File: config.mk
export PLATFORM = sky130hd
export DESIGN_NAME = fe_bf4_ld
export DESIGN_NICKNAME = d
export VERILOG_FILES = /design/src/rtl/fe_bf4_ld.sv
export SDC_FILE = /design/constraint.sdc
export NUM_CORES = 1
export LEC_CHECK = 0
export ABC_AREA = 0
export CAP_MARGIN = 20
export CORE_ASPECT_RATIO = 1.5
export CORE_MARGIN = 3
export CORE_UTILIZATION = 41
export CTS_BUF_LIST = sky130_fd_sc_hd__clkbuf_4 sky130_fd_sc_hd__clkbuf_8
export DETAILED_ROUTE_END_ITERATION = 12
export GPL_TIMING_DRIVEN = 0
export HOLD_SLACK_MARGIN = 0.02
export PLACE_DENSITY_LB_ADDON = 0.12
export SYNTH_ARGS = -nofsm -noshare
export SYNTH_HDL_FRONTEND = slang
export SYNTH_SLANG_ARGS = --single-unit
File: constraint.sdc
create_clock -name clk -period 5.9 [get_ports clk]
set_input_delay 1.475 -clock clk [delete_from_list [all_inputs] [get_ports clk]]
set_output_delay 1.475 -clock clk [all_outputs]
set_load 0.005 [all_outputs]
File: src/rtl/fe_bf4_ld.sv
// fe_bf4_ld: ping-pong frame buffer that reorders NPT complex samples into radix-4 input groups.
// Optional `FE_BF4_LD_SOF_EN: i_valid & i_sof restarts the current write frame at address 0.
module fe_bf4_ld_lane #(
  parameter int NBW_IN = 9
) (
  input  logic                            clk,
  input  logic                            rst,
  input  logic                            en,
  input  logic signed [1:0][NBW_IN-1:0]   d,
  output logic signed [1:0][NBW_IN-1:0]   q
);
  always_ff @(posedge clk or posedge rst)
    if (rst)     q <= '0;
    else if (en) q <= d;
endmodule

module fe_bf4_ld #(
  parameter int NBW_IN = 9,
  parameter int NPT    = 16
) (
  input  logic                                clk,
  input  logic                                rst_async,
  input  logic                                i_valid,
  input  logic                                i_sof,
  input  logic signed [1:0][NBW_IN-1:0]       i_data,
  output logic                                o_valid,
  output logic                                o_sof,
  output logic signed [3:0][1:0][NBW_IN-1:0]  o_data,
  output logic                                o_err
);
  localparam int Q  = NPT / 4;
  localparam int AW = $clog2(NPT);
  localparam int RW = (Q > 1) ? $clog2(Q) : 1;

  typedef enum logic {IDLE, READ} state_t;

  state_t                          state;
  logic [AW-1:0]                   wcnt, waddr;
  logic [RW-1:0]                   rcnt;
  logic                            wptr, rptr;
  logic [1:0]                      full;
  logic                            wr_sof, wr_last, rd_fire, rd_last;
  logic [3:0][AW-1:0]              raddr;
  logic signed [3:0][1:0][NBW_IN-1:0] lane_d;
  logic signed [1:0][NBW_IN-1:0]   mem [2][NPT];

`ifdef FE_BF4_LD_SOF_EN
  assign wr_sof = i_valid & i_sof;
`else
  logic unused_sof;
  assign unused_sof = i_sof;
  assign wr_sof     = 1'b0;
`endif

  assign waddr   = wr_sof ? '0 : wcnt;
  assign wr_last = i_valid && (waddr == AW'(NPT-1));
  // IDLE fires group 0 on the same edge it leaves, so group 0 lands one edge after the last write
  assign rd_fire = (state == READ) || (|full);
  assign rd_last = rd_fire && (rcnt == RW'(Q-1));

  // Sample memory is deliberately not reset; wcnt/full gate what is ever read.
  always_ff @(posedge clk)
    if (i_valid) mem[wptr][waddr] <= i_data;

  always_ff @(posedge clk or posedge rst_async)
    if (rst_async) begin
      wcnt <= '0;
      wptr <= 1'b0;
    end else if (i_valid) begin
      wcnt <= wr_last ? '0 : waddr + AW'(1);
      if (wr_last) wptr <= ~wptr;
    end

  always_ff @(posedge clk or posedge rst_async)
    if (rst_async) begin
      state   <= IDLE;
      rcnt    <= '0;
      rptr    <= 1'b0;
      full    <= '0;
      o_valid <= 1'b0;
      o_sof   <= 1'b0;
      o_err   <= 1'b0;
    end else begin
      if (wr_last) full[wptr] <= 1'b1;
      if (rd_last) full[rptr] <= 1'b0;
      o_valid <= rd_fire;
      o_sof   <= rd_fire && (rcnt == '0);
      o_err   <= wr_sof && (wcnt != '0);
      case (state)
        IDLE: if (|full) begin
          state <= READ;
          rcnt  <= RW'(1);
        end
        READ: if (rcnt == RW'(Q-1)) begin
          rcnt <= '0;
          rptr <= ~rptr;
          if (!full[~rptr]) state <= IDLE;
        end else begin
          rcnt <= rcnt + RW'(1);
        end
        default: state <= IDLE;
      endcase
    end

  for (genvar k = 0; k < 4; k++) begin : g_lane
    assign raddr[k]  = AW'(rcnt) + AW'(k*Q);
    assign lane_d[k] = mem[rptr][raddr[k]];
    fe_bf4_ld_lane #(.NBW_IN(NBW_IN)) u_lane (
      .clk (clk),
      .rst (rst_async),
      .en  (rd_fire),
      .d   (lane_d[k]),
      .q   (o_data[k])
    );
  end
endmodule
==> flow_summary.yaml <==
grt:
  grt.overflow.total: 0
  grt_pass1_vias: 14500
  grt_pass1_wl_microns: 99100
  grt_max_degree: 70
  grt_antenna_before_repair: 1
  grt_util_all_layers: 0.210
synthesis:
  synth_area_per_cell_sq_um: 18.3
  ys_ff_latch: 661
  synth.most_common_cell: "edfxtp_1"
  syn_inst: 1410
  ys.flop_type: "edfxtp_1"
  synth_edf_count: 576
  async_reset_ff_frac: 0.129
  syn-num-nets: 1438
  ys_seq_area_frac: 0.754
  yosys.cell_types.count: 35
  syn_area_sq_um: 25800
  synth_top_area_frac: 0.671
  synth_common_cells: "edfxtp_1 (576), mux2i_1 (145), mux2_2 (144), dfrtp_1 (85), nand2_1 (83)"
  synth_area_leader_cell: "edfxtp_1"
  synthTopCellsByArea: "edfxtp_1 (67%), dfrtp_1 (8.3%), mux2_2 (6.3%), mux2i_1 (5.6%), o31ai_2 (2.9%)"
  ys_warn_count: 0
timing:
  tightest_slew_ps: 1060
  period_share: 0.564
  setup_ws_ps: 2570
  period_needed_ps: 3330
  maxSlewViolCount: 0
  maxSlewHeadroom: 0.291
  finalHoldViolations: 0
  rsz0062_at_grt: "no"
  setup_viol: 0
  max_freq_mhz: 300
  skew_ps: 25.7
clock_tree:
  clk_pin_slew_ps: 60
  htreeDepth: 3
  ctsResizeCount: 0
  post_cts_buffers: 0
  cts_tree: "yes"
  root_buffer: "clkbuf_8"
  ctsLongestPathBuffers: 3
  cts_hold_buf: 0
  cts.sinks: 661
  clk_latency_ps: 680
  numCtsBuffers: 95
setup_path:
  startpoint: "i_valid"
  r2r-start: "waddr[0]"
  critPathRequiredTime_ps: 6190
  arrival_ps: 3620
  start_kind: "input pin"
  worstPathMaxFanout: 18
  criticalPathCategory: "in -> reg"
  critPathCaptureType: "flop"
route:
  drtIter0Drc: 717
  routed-via-count: 13600
  totalWireLength_microns: 68600
  post_drt_via_cell_ratio: 5.41
  wire_per_inst_microns: 27.3
  drc_errors: 0
  ant_nets: 0
  first_pass_iters: 5
final_layout:
  nFillCells: 5293
  drive_above_1_share: 0.279
  fin_nets: 1662
  stdcell_area_sq_um: 30500
  fin_util: 0.495
  area_growth_syn_to_layout_pct: 18.4
die:
  initial_core_util: 0.418
  pin_count: 97
  rows: 111
  chipHeight_microns: 313
  die_area_sq_um: 66000
  chipWidth_microns: 211
  coreArea_sq_um: 61700
placement:
  post_dp_cell_area_sq_um: 28400
  place_hpwl_microns: 43800
  place.port_buffers: 94
  gp_routability_congestion: 0.761
  place_ws_ps: 1870
power:
  power_mw: 14.7
  p_leak_nw: 10.6
  peakVddDrop_mv: 0.256
  power.density_nw_per_um2: 483
outcome:
  outcome: "finished, final reports clean"
flow_run:
  drv_cap: 0
min_path:
  min-delay-start: "g_lane[1].u_lane.q[3]"
  hold_path_class: "reg -> reg"
-- logic make-up after synthesis --
logic type	Yosys count	synth area share
flops	661	0.754
mux	289	0.119
compound gates	227	0.0771
simple gates	132	0.0205
buf+inv	91	0.0253
fa+ha+maj	6	0.00291
xor+xnor	3	0.00102
other cells	1	0.000146
-- worst max-delay path: stages --
cell,delay [ps]
clkdlybuf4s50_1,570
clkbuf_1,330
nand3_1,390
nor2_4,830
-- layout by cell type, fill, tap and decap left out, types with 3 or more instances in the layout --
cell,count
nor2_2,16
o31ai_2,59
xnor2_1,3
buf_6,14
clkbuf_8,103
inv_1,6
buf_8,16
clkinv_2,9
a22o_1,72
buf_2,18
clkbuf_4,39
clkbuf_1,32
nand3_1,6
mux2i_1,145
o21ai_0,4
clkinvlp_4,3
buf_4,11
nor2_4,16
o22ai_1,72
clkdlybuf4s50_1,90
edfxtp_1,576
buf_16,16
buf_1,4
buf_12,8
nand2_1,83
dfrtp_1,85
mux2_2,144
bufinv_16,3
o31ai_1,13
clkinv_1,21
ha_1,6
-- per-stage QoR --
stage,hold WS [ps],TNS (ps),instances
after CTS,485,0,2502
after global routing,508,0,2507
after detailed placement,471,0,2324
after floorplan,473,0,1410
after global placement,474,-39250,2295
final,480,0,2508
-- registers in the layout, summed over array words and instances (netlist names) --
name / count
o_valid: 1
o_sof: 1
state: 1
full: 2
rcnt: 2
g_lane.u_lane.q: 72
rptr: 1
mem: 576
wptr: 1
waddr: 4
-- report_power, final --
part	total (mW)	internal (mW)	switching, mW
combinational	5.15	2.31	2.84
clock	3.68	1.99	1.69
sequential	5.91	5.61	0.291
-- final cells by class --
type	instances	area [sq um]	share of cell area
sequential	661	19400	0.637
timing repair buffer	127	1630	0.0535
multi-input combinational	658	5850	0.192
clock inverter	36	236	0.00775
clock buffer	142	1710	0.0561
inverter	7	31.3	0.00103
buffer	84	624	0.0205
tap	791	990	0.0324
antenna	2	5.00	0.000164
-- path summary, 6_finish.rpt --
kind	endpoint	slack, ps	cells past startpoint
worst max-delay path	mem[1][99]	2570	4
worst min-delay path	g_lane[1].u_lane.q[3]	480	2
worst max register to register	mem[1][99]	3610	4
worst min register to register	g_lane[1].u_lane.q[3]	480	2
max in group asynchronous	g_lane[2].u_lane.q[10]	4050	3
min in group asynchronous	g_lane[1].u_lane.q[9]	1120	2
-- routing by layer --
metal / part of all wire / track usage / vias up
met2: 0.53 / 0.379 / 332
met3: 0.038 / 0.0289 / 116
met1: 0.40 / 0.253 / 7064
met5: 0 / 0 / -
li1: - / - / 6051
met4: 0.034 / 0.0810 / 0
No activity file was read; power rests on OpenSTA's default activity.
